===== src/rtl/cavlc_run_level_scan.sv =====
// Reverse-zigzag coefficient scanner for CAVLC: emits level/run buffer writes
// and the TotalCoeff / TrailingOnes / TotalZeros statistics for one block.
module cavlc_run_level_scan #(
  parameter int COEFF_W   = 12,
  parameter int ADDRWIDTH = 4,
  parameter int RUNWIDTH  = 4
) (
  input  logic                 clk,
  input  logic                 rst_n,
  input  logic                 start,
  input  logic                 coeff_valid,
  input  logic [COEFF_W-1:0]   coeff_i,
  input  logic                 coeff_last,
  output logic                 ready,
  output logic                 lvl_we,
  output logic [ADDRWIDTH-1:0] lvl_addr,
  output logic [COEFF_W-1:0]   lvl_data,
  output logic                 run_we,
  output logic [ADDRWIDTH-1:0] run_addr,
  output logic [RUNWIDTH-1:0]  run_data,
  output logic [4:0]           total_coeff,
  output logic [1:0]           trailing_ones,
  output logic [3:0]           total_zeros,
  output logic                 done
);

  typedef enum logic [1:0] {IDLE, SCAN, FLUSH, DONE} state_t;

  state_t state_q, state_d;

  logic [4:0]          tc_q, tc_d;
  logic [RUNWIDTH-1:0] zero_cnt_q, zero_cnt_d;
  logic [1:0]          t1_q, t1_d;
  logic                t1_open_q, t1_open_d;
  logic [3:0]          tz_q, tz_d;
  logic [4:0]          cnt_q, cnt_d;

  logic                 ready_q, ready_d;
  logic                 lvl_we_q, lvl_we_d;
  logic [ADDRWIDTH-1:0] lvl_addr_q, lvl_addr_d;
  logic [COEFF_W-1:0]   lvl_data_q, lvl_data_d;
  logic                 run_we_q, run_we_d;
  logic [ADDRWIDTH-1:0] run_addr_q, run_addr_d;
  logic [RUNWIDTH-1:0]  run_data_q, run_data_d;
  logic [4:0]           total_coeff_q, total_coeff_d;
  logic [1:0]           trailing_ones_q, trailing_ones_d;
  logic [3:0]           total_zeros_q, total_zeros_d;
  logic                 done_q, done_d;

  logic accept;
  logic nonzero;
  logic abs_one;

  // start always wins, so a coefficient offered alongside it is dropped
  assign accept  = (state_q == SCAN) && coeff_valid && !start;
  assign nonzero = (coeff_i != '0);
  assign abs_one = (coeff_i == COEFF_W'(1)) || (coeff_i == {COEFF_W{1'b1}});

  // State register
  always_ff @(posedge clk or negedge rst_n) begin
    if (!rst_n) begin
      state_q <= IDLE;
    end else begin
      state_q <= state_d;
    end
  end

  // Next-state logic
  always_comb begin
    state_d = state_q;
    if (start) begin
      state_d = SCAN;
    end else begin
      case (state_q)
        IDLE:    state_d = IDLE;
        SCAN:    if (accept && (coeff_last || cnt_q == 5'd15)) state_d = FLUSH;
        FLUSH:   state_d = DONE;
        DONE:    state_d = IDLE;
        default: state_d = IDLE;
      endcase
    end
  end

  // Output logic
  always_comb begin
    ready_d         = (state_d == SCAN);
    lvl_we_d        = accept && nonzero;
    lvl_addr_d      = ADDRWIDTH'(tc_q);
    lvl_data_d      = coeff_i;
    run_we_d        = (tc_q != 5'd0) &&
                      ((accept && nonzero) || (state_q == FLUSH && !start));
    run_addr_d      = ADDRWIDTH'(tc_q - 5'd1);
    run_data_d      = zero_cnt_q;
    done_d          = (state_q == DONE) && !start;
    total_coeff_d   = total_coeff_q;
    trailing_ones_d = trailing_ones_q;
    total_zeros_d   = total_zeros_q;
    if (start) begin
      total_coeff_d   = '0;
      trailing_ones_d = '0;
      total_zeros_d   = '0;
    end else if (state_q == DONE) begin
      total_coeff_d   = tc_q;
      trailing_ones_d = t1_q;
      total_zeros_d   = tz_q;
    end
  end

  // Block statistics
  always_comb begin
    tc_d       = tc_q;
    zero_cnt_d = zero_cnt_q;
    t1_d       = t1_q;
    t1_open_d  = t1_open_q;
    tz_d       = tz_q;
    cnt_d      = cnt_q;
    if (start) begin
      tc_d       = '0;
      zero_cnt_d = '0;
      t1_d       = '0;
      t1_open_d  = 1'b1;
      tz_d       = '0;
      cnt_d      = '0;
    end else if (accept) begin
      cnt_d = cnt_q + 5'd1;
      if (nonzero) begin
        tc_d       = tc_q + 5'd1;
        zero_cnt_d = '0;
        if (t1_open_q && abs_one && t1_q != 2'd3) begin
          t1_d = t1_q + 2'd1;
        end else begin
          t1_open_d = 1'b0;
        end
      end else if (tc_q != 5'd0) begin
        // zeros ahead of the first nonzero in reverse scan are not part of the block
        zero_cnt_d = zero_cnt_q + RUNWIDTH'(1);
        tz_d       = tz_q + 4'd1;
      end
    end
  end

  always_ff @(posedge clk or negedge rst_n) begin
    if (!rst_n) begin
      tc_q            <= '0;
      zero_cnt_q      <= '0;
      t1_q            <= '0;
      t1_open_q       <= 1'b0;
      tz_q            <= '0;
      cnt_q           <= '0;
      ready_q         <= 1'b0;
      lvl_we_q        <= 1'b0;
      lvl_addr_q      <= '0;
      lvl_data_q      <= '0;
      run_we_q        <= 1'b0;
      run_addr_q      <= '0;
      run_data_q      <= '0;
      total_coeff_q   <= '0;
      trailing_ones_q <= '0;
      total_zeros_q   <= '0;
      done_q          <= 1'b0;
    end else begin
      tc_q            <= tc_d;
      zero_cnt_q      <= zero_cnt_d;
      t1_q            <= t1_d;
      t1_open_q       <= t1_open_d;
      tz_q            <= tz_d;
      cnt_q           <= cnt_d;
      ready_q         <= ready_d;
      lvl_we_q        <= lvl_we_d;
      lvl_addr_q      <= lvl_addr_d;
      lvl_data_q      <= lvl_data_d;
      run_we_q        <= run_we_d;
      run_addr_q      <= run_addr_d;
      run_data_q      <= run_data_d;
      total_coeff_q   <= total_coeff_d;
      trailing_ones_q <= trailing_ones_d;
      total_zeros_q   <= total_zeros_d;
      done_q          <= done_d;
    end
  end

  assign ready         = ready_q;
  assign lvl_we        = lvl_we_q;
  assign lvl_addr      = lvl_addr_q;
  assign lvl_data      = lvl_data_q;
  assign run_we        = run_we_q;
  assign run_addr      = run_addr_q;
  assign run_data      = run_data_q;
  assign total_coeff   = total_coeff_q;
  assign trailing_ones = trailing_ones_q;
  assign total_zeros   = total_zeros_q;
  assign done          = done_q;

endmodule


===== config.mk =====
export PLATFORM = sky130hd
export DESIGN_NAME = cavlc_run_level_scan
export DESIGN_NICKNAME = d
export VERILOG_FILES = /design/src/rtl/cavlc_run_level_scan.sv
export SDC_FILE = /design/constraint.sdc
export NUM_CORES = 1
export LEC_CHECK = 0
export CAP_MARGIN = 20
export CORE_MARGIN = 2
export CORE_UTILIZATION = 54
export CTS_CLUSTER_DIAMETER = 80
export CTS_CLUSTER_SIZE = 30
export DETAILED_ROUTE_END_ITERATION = 7
export PLACE_DENSITY = 0.93
export SLEW_MARGIN = 20
export SYNTH_ARGS = -nofsm -noshare
export SYNTH_HDL_FRONTEND = slang
export SYNTH_SLANG_ARGS = --single-unit

===== constraint.sdc =====
create_clock -name clk -period 3.65 [get_ports clk]
set_clock_uncertainty 0.2 [all_clocks]
set_input_delay 0.5475 -clock clk [delete_from_list [all_inputs] [get_ports clk]]
set_output_delay 0.5475 -clock clk [all_outputs]
set_load 0.01 [all_outputs]

**Word level (Yosys, flattened, before mapping)**

Cells that the tools add are included.

- Output and inout bits: 39
- Bits of input ports: 17
- Word-level logic and storage cells: 92
- Bits in registers: 62

- $add $sub $neg: 6
- Reduce and logical (&&, ||, !) cells: 28
- Multiplexer cells: 30
- Equality and inequality tests: 10

Operators with widths:

| operator | count |
|---|---|
| $mux 4 | 10 |
| $mux 5 | 7 |
| $mux 2 | 8 |
| $eq 12x1->1 const B | 1 |
| $eq 12x12->1 const B | 1 |
| $reduce_bool 12->1 | 1 |
| $add 5x1->5 const B | 2 |
| $reduce_bool 2->1 | 5 |
| $logic_and 1x1->1 | 9 |
| $reduce_and 3->1 | 3 |
| $add 4x1->4 const B | 2 |
| $ne 2x2->1 const B | 3 |
| $pmux 2 s3 | 1 |
| $eq 5x4->1 const B | 1 |
| $reduce_bool 5->1 | 1 |
| $eq 2x1->1 const B | 2 |
| $eq 2x2->1 const B | 2 |
| $mux 1 | 4 |
| $reduce_and 2->1 | 2 |
| $sub 4x1->4 const B | 1 |
| $logic_or 1x1->1 | 3 |
| $reduce_bool 3->1 | 1 |
| $add 2x1->2 const B | 1 |
| $logic_not 2->1 | 1 |
| 2 further kinds | 2 |

**Longest topological paths before layout**

Gate-level depths: netlist of the first run.

- Depth in word-level cells: 8
- Depth in mapped cells: 6
- Depth with buffers taken out: 6

**Worst setup path before layout of the first run**

Ideal clock, no wire load.

- Path kind: input to register
- Start: in coeff_i[0]
- End: reg tz_q[3]
- Cell stages on the path: 4
- Buffers on the path: 0
- Setup slack: 1.696 ns
- Library setup time: 0.077 ns
- Arrival time: 1.677 ns
- Required time: 3.373 ns
- Cell sequence: nor4_2 nand3_2 or4_1 a21oi_1

- Cells in the longest elaborated chain, start to end: 3

Ends and longest elaborated chain:

| item | RTL line | source |
|---|---|---|
| start: declaration | 12 | `input logic [COEFF_W-1:0] coeff_i,` |
| $reduce_bool 12->1 | 56 | `assign nonzero = (coeff_i != '0);` |
| $ne 2x2->1 (no line) | - |  |
| $reduce_and 3->1 (no line) | - |  |
| end signal: assignment | 166 | `tz_q <= tz_d;` |
| end: declaration | 35 | `logic [3:0] tz_q, tz_d;` |

No other way between the ends.
A chain may end at the register's enable or synchronous reset.

**Final worst setup path of the first run**

- Start: in coeff_valid
- End: reg t1_q[0]

- Cells in the longest elaborated chain, start to end: 4

Ends and longest elaborated chain:

| item | RTL line | source |
|---|---|---|
| start: declaration | 11 | `input logic coeff_valid,` |
| $logic_and 1x1->1 (2 in a row) | 55 | `assign accept = (state_q == SCAN) && coeff_valid && !start;` |
| $reduce_bool 2->1 (no line) | - |  |
| $reduce_and 3->1 (no line) | - |  |
| end signal: assignment | 164 | `t1_q <= t1_d;` |
| end: declaration | 33 | `logic [1:0] t1_q, t1_d;` |

No other way between the ends.

==> metrics.txt, run 1 <==
post-cts resize count=0; drt pass-1 iters=5; GRT Overall Usage=22.8%; Ports=56; post-synthesis cell type count=44; f_max=390 MHz; post-DR wirelength/cell=15.9 um; post-detail-place hpwl=3780 um; clock period minus worst slack=2.57 ns; status=finished, final reports clean; Max FO, Critical Path=11; CTS tree=done; Post-DP Area=3140 sq um; headroom to the max-slew limit=59.1%; Worst-Margin Slew=0.613 ns; synth-to-layout area growth=28.7%; Critical Path RT=3.66 ns; Leak=0.00141 uW; port bufs=55; Setup TNS=0 ns; DRT iter0 DRCs=109; critical path arrival=2.58 ns; Initial Util=55.1%; Seq/Total Area, Yosys=60.4%; commonest cells after routing, fill and taps aside=62 x dfrtp_1, 54 x clkdlybuf4s50_1, 33 x nand2_1; Post-Syn Instances=223; Die ar.=5320 sq um; CP Capture Type=flop; Worst VDD drop=0.305 mV; Die Width=73.0 um; Finish-stage setup viols=0; Crit path largest cell delay=0.53 ns; vias in the first global route=1920; CTS max path bufs=2; antenna viol nets, final=0; Sink Count=62; Skew-Pair Late Insertion Delay=0.33 ns; register bit total from synthesis=62; critical path type=input pin to flop; RSZ-0062 raised after global routing=no; final WL=5410 um; vias per cell=5.62; global route overflow=0; antenna violations before repair=0; async set-or-reset flop fraction in the synthesized netlist=100%; first-pass GRT wire length=9020 um; P per Cell Area=424 nW/um^2; CP Buf/Inv Count=1; Startpoint Class=input pin; Max Cap Violations=0; Most used DFF post-synth=dfrtp_1; EDFF count, synth=0; largest net degree at the start of global routing=51; setup repair bufs after CTS=0; Min-Delay Path Class=input pin to asynchronous set/reset pin; Slew Viols, Final=0; Final Cell Area=3300 sq um; synth warn=0; Final period util=70.3%; syn nets=248; Final Net Count=307; Worst-path clk slew=0.06 ns; share of cells above drive strength 1=10.8%; Top delay family on crit path=compound AO/OA/AOI/OAI gates; GPL Wtd Cong=0.811; Post-Syn Area=2570 sq um; syn_area_per_cell=11.5 sq um; commonest non-fill, non-tap cell in the layout=dfrtp_1; DRC violation count after routing=0; Final Hold Fails=0; Core Area=4660 sq um; ANT cells=0; slowest CP cell=a31oi_1; root buf cell=clkbuf_8; crit path cell chain=clkdlybuf4s50_1 -> nand3b_1 -> a31oi_1 -> a21boi_1 -> mux2_2; Min Hold Slack=0.0296 ns; Die Y=73.0 um; vias=1918; Inserted Clock Buffers=9; H-tree depth=3; row count=25; CTS Hold Bufs=0
[layer usage]
layer,wire length [um],GRT usage (%),vias up,share of wire [%]
li1,-,-,899,-
met4,120,12.3,0,2.2
met2,2850,37.1,64,53
met5,0,0,-,0
met1,2230,29.3,942,41
met3,205,3.87,13,3.8
[through the flow]
| stage | instances | total power (uW) | worst slack [ns] | util (%) |
|---|---|---|---|---|
| final | 341 | 1400 | 1.08 | 70.9 |
| after global placement | 325 | 903 | 0.862 | 67.3 |
| after detailed placement | 325 | 909 | 0.758 | 67.3 |
| after global routing | 341 | 1460 | 0.895 | 70.9 |
| after CTS | 341 | 1410 | 1.09 | 70.8 |
| after floorplan | 223 | 817 | 1.70 | - |
[report_power, final]
part	internal, uW	switching (uW)	leakage [uW]
clock	259	247	0.0000926
combinational	78.8	86.9	0.000512
sequential	716	16.1	0.000807
[state kept, by name, indices dropped and copies added (netlist names)]
name,count
done,1
state_q,2
run_data_d,4
ready,1
run_addr,4
total_zeros,4
tc_q,5
lvl_data,12
cnt_q,5
t1_q,2
lvl_we,1
trailing_ones,2
run_data,4
tz_q,4
t1_open_q,1
total_coeff,5
lvl_addr,4
run_we,1
[logic make-up after synthesis]
family / Yosys count / share of synthesized area (%)
DFF: 62 / 60.4
AOI/OAI and AO/OA: 41 / 9.21
muxes: 3 / 1.27
adders and majority gates: 8 / 3.90
buffers and inverters: 14 / 3.22
xor gates and xnor gates: 6 / 2.05
and+or+nand+nor: 89 / 19.9
[synth_stat cells, types with 3 or more instances]
master | n | area share, %
or4_1 | 3 | 0.88
nand3_1 | 8 | 1.6
o21ai_0 | 6 | 1.2
nand4_1 | 5 | 1.2
dfrtp_1 | 62 | 60
a21oi_1 | 22 | 4.3
nand2_1 | 33 | 4.8
ha_1 | 8 | 3.9
clkbuf_1 | 5 | 0.73
xor2_1 | 4 | 1.4
a31oi_1 | 3 | 0.73
inv_1 | 4 | 0.58
nand2b_1 | 6 | 1.5
nor2_1 | 11 | 1.6
nor2b_1 | 3 | 0.73
[final timing paths]
path | from | endpoint | slack [ns] | depth (start not counted)
max | coeff_valid | t1_q[0] | 1.08 | 5
min | rst_n | lvl_data[1] | 0.03 | 1
max reg2reg | state_q[1] | t1_q[0] | 1.28 | 4
min reg2reg | run_data_d[3] | run_data[3] | 0.27 | 0
max in group asynchronous | rst_n | lvl_addr[1] | 2.65 | 2
min in group clk | run_data_d[3] | run_data[3] | 0.27 | 0
[final cells by class]
cell class,count,area (sq um)
flip-flops and latches,62,1550
fillers,333,1360
multi-input cells,147,933
repair buffers,58,571
clock buffers,11,141
well taps,54,67.6
clock inverters,5,25.0
inverters,4,15.0
No activity file was read; power rests on OpenSTA's default activity.
==> inputs of run 2 (changes only) <==
--- a/config.mk
+++ b/config.mk
@@ -7,11 +7,11 @@
 export LEC_CHECK = 0
 export CAP_MARGIN = 20
 export CORE_MARGIN = 2
-export CORE_UTILIZATION = 54
+export CORE_UTILIZATION = 50
 export CTS_CLUSTER_DIAMETER = 80
 export CTS_CLUSTER_SIZE = 30
 export DETAILED_ROUTE_END_ITERATION = 7
-export PLACE_DENSITY = 0.93
+export PLACE_DENSITY = 0.88
 export SLEW_MARGIN = 20
 export SYNTH_ARGS = -nofsm -noshare
 export SYNTH_HDL_FRONTEND = slang
==> constraint.sdc (replaced) <==
create_clock -name clk -period 2.7 [get_ports clk]
set_clock_uncertainty 0.2 [all_clocks]
set_input_delay 0.405 -clock clk [delete_from_list [all_inputs] [get_ports clk]]
set_output_delay 0.405 -clock clk [all_outputs]
set_load 0.01 [all_outputs]
==> run 2 against run 1 <==
Net effect:
- utilization shrank 2.9 points
- global-route usage shrank 1.9 points
- critical path depth grew 2
- final cell count grew 6.2%
- non-clock buffer count grew 5
- register-to-register slack lost 0.69 ns
- flip-flop and latch count is the same
- sequential share of layout area shrank 1.7 points
- worst hold slack gained 0.25 ns
- combinational power grew 41%
- via count grew 1.3%
- power grew 51%
==> metrics.txt, run 2 (synthesis gave the netlist of run 1 again) <==
largest net degree at the start of global routing=35; CTS tree=done; Clock Power Share=42.3%; drt pass-1 iters=5; number of flip-flops in the largest register=12; Worst-Margin Slew=0.671 ns; Sink Count=62; antenna violations before repair=0; vias in the first global route=1841; share of cells above drive strength 1=12.3%; CP Capture Type=flop; Final Hold Fails=0; commonest non-fill, non-tap cell in the layout=dfrtp_1; antenna viol nets, final=0; f_max=474 MHz; Skew-Pair Late Insertion Delay=0.34 ns; Inserted Clock Buffers=9; Core Area=5040 sq um; synth-to-layout area growth=33.6%; critical path type=flop to flop; Die Y=75.7 um; vias=1943; Max FO, Critical Path=7; NetSw=493 uW; port bufs=55; ANT cells=0; Ports=56; post-DR wirelength/cell=14.6 um; DRT iter0 DRCs=106; commonest cells after routing, fill and taps aside=62 x dfrtp_1, 54 x clkdlybuf4s50_1, 33 x nand2_1; post-detail-place hpwl=3770 um; crit path cell chain=inv_1 -> ha_1 -> nor4b_2 -> buf_4 -> nor2_1 -> nand3_1 -> mux2_2; Leak=0.00145 uW; DRC violation count after routing=0; Comb pwr share=11.0%; headroom to the max-slew limit=55.3%; Final Cell Area=3430 sq um; GPL Wtd Cong=0.852; Worst VDD drop=0.313 mV; Slew Viols, Final=0; Final Net Count=312; root buf cell=clkbuf_8; Max Cap Violations=0; slowest CP cell=dfrtp_1; Final period util=78.2%; row count=26; CTS max path bufs=2; first-pass GRT wire length=8590 um; Setup TNS=0 ns; Critical Path RT=2.73 ns; RSZ-0062 raised after global routing=no; Crit path largest cell delay=0.47 ns; Die ar.=5720 sq um; end-of-flow core utilization=68.0%; Startpoint Class=flop; Min-Delay Path Class=flop to flop; Sw Share=23.3%; Post-DP Area=3200 sq um; Initial Util=50.9%; GRT Overall Usage=20.9%; H-tree depth=3; internal power=1620 uW; fill count=378; status=finished, final reports clean; Worst-path clk slew=0.07 ns; Die Width=75.7 um; final WL=5300 um; vias per cell=5.37; P per Cell Area=617 nW/um^2; critical path arrival=2.14 ns; Seq pwr share=46.6%; clock period minus worst slack=2.11 ns; global route overflow=0; post-cts resize count=0; Finish-stage setup viols=0
==> run 2: changes by cell type in the layout (fill, tap and decap cells not counted) <==
cell           before  now
buf_12              0    1
buf_2               0    1
buf_4               4    6
bufinv_16           0    2
clkbuf_1            1    0
clkinv_2            5    2
clkinvlp_4          0    2
dlygate4sd3_1       0    1
==> run 2: stage by stage <==
| stage | total power, uW | setup WS (ns) | cells | hold WS, ns |
|---|---|---|---|---|
| 3_3_place_gp | 1230 | 0.323 | 345 | 0.239 |
| 6_report | 2120 | 0.588 | 362 | 0.276 |
| 4_1_cts | 2140 | 0.580 | 362 | 0.258 |
| 3_5_place_dp | 1240 | 0.269 | 345 | 0.246 |
| 5_1_grt | 2190 | 0.459 | 362 | 0.283 |
| 2_1_floorplan | 1100 | 0.829 | 223 | -0.0906 |
==> run 2: layout make-up <==
cell class	instances	area [sq um]	share of cell area, %
clock buffers	10	138	4.01
clock inverters	6	85.1	2.48
inverters	4	15.0	0.438
multi-input cells	147	933	27.2
flip-flops and latches	62	1550	45.2
well taps	70	87.6	2.55
repair buffers	63	621	18.1
==> run 2: worst paths after layout <==
kind | end | cells past startpoint | start | slack [ns]
min in group asynchronous | lvl_data[3] | 2 | rst_n | 0.44
max in group asynchronous | total_coeff[3] | 3 | rst_n | 1.26
setup / recovery | tz_q[2] | 7 | tc_q[0] | 0.59
setup reg to reg | tz_q[2] | 7 | tc_q[0] | 0.59
hold / removal | run_data[3] | 0 | run_data_d[3] | 0.28
hold reg to reg | run_data[3] | 0 | run_data_d[3] | 0.28
==> run 2: timing repair <==
item	CTS	global route
hold buffers	1	0
setup buffers	0	0
endpoints found under the hold margin	28	0
==> run 2: power by group through the flow <==
stage / clock network [uW] / logic (uW) / registers, uW
after floorplan: 0 / 87.2 / 1020
after global placement: 0 / 230 / 1000
after detailed placement: 0 / 234 / 1010
after CTS: 912 / 237 / 987
after global routing: 947 / 256 / 991
final: 896 / 234 / 988
==> run 2: layer usage <==
layer  track usage [%]  wire [um]
met5                 0          0
met3              4.10        283
met1              27.2       2260
met4              13.8        180
met2              31.9       2570
==> run 2: critical path: cells and delay by family, from the launching register on <==
family | cells | cell delay (ns)
simple gates | 3 | 0.55
flops | 1 | 0.47
buf+inv | 2 | 0.28
mux | 1 | 0.28
fa+ha+maj | 1 | 0.23
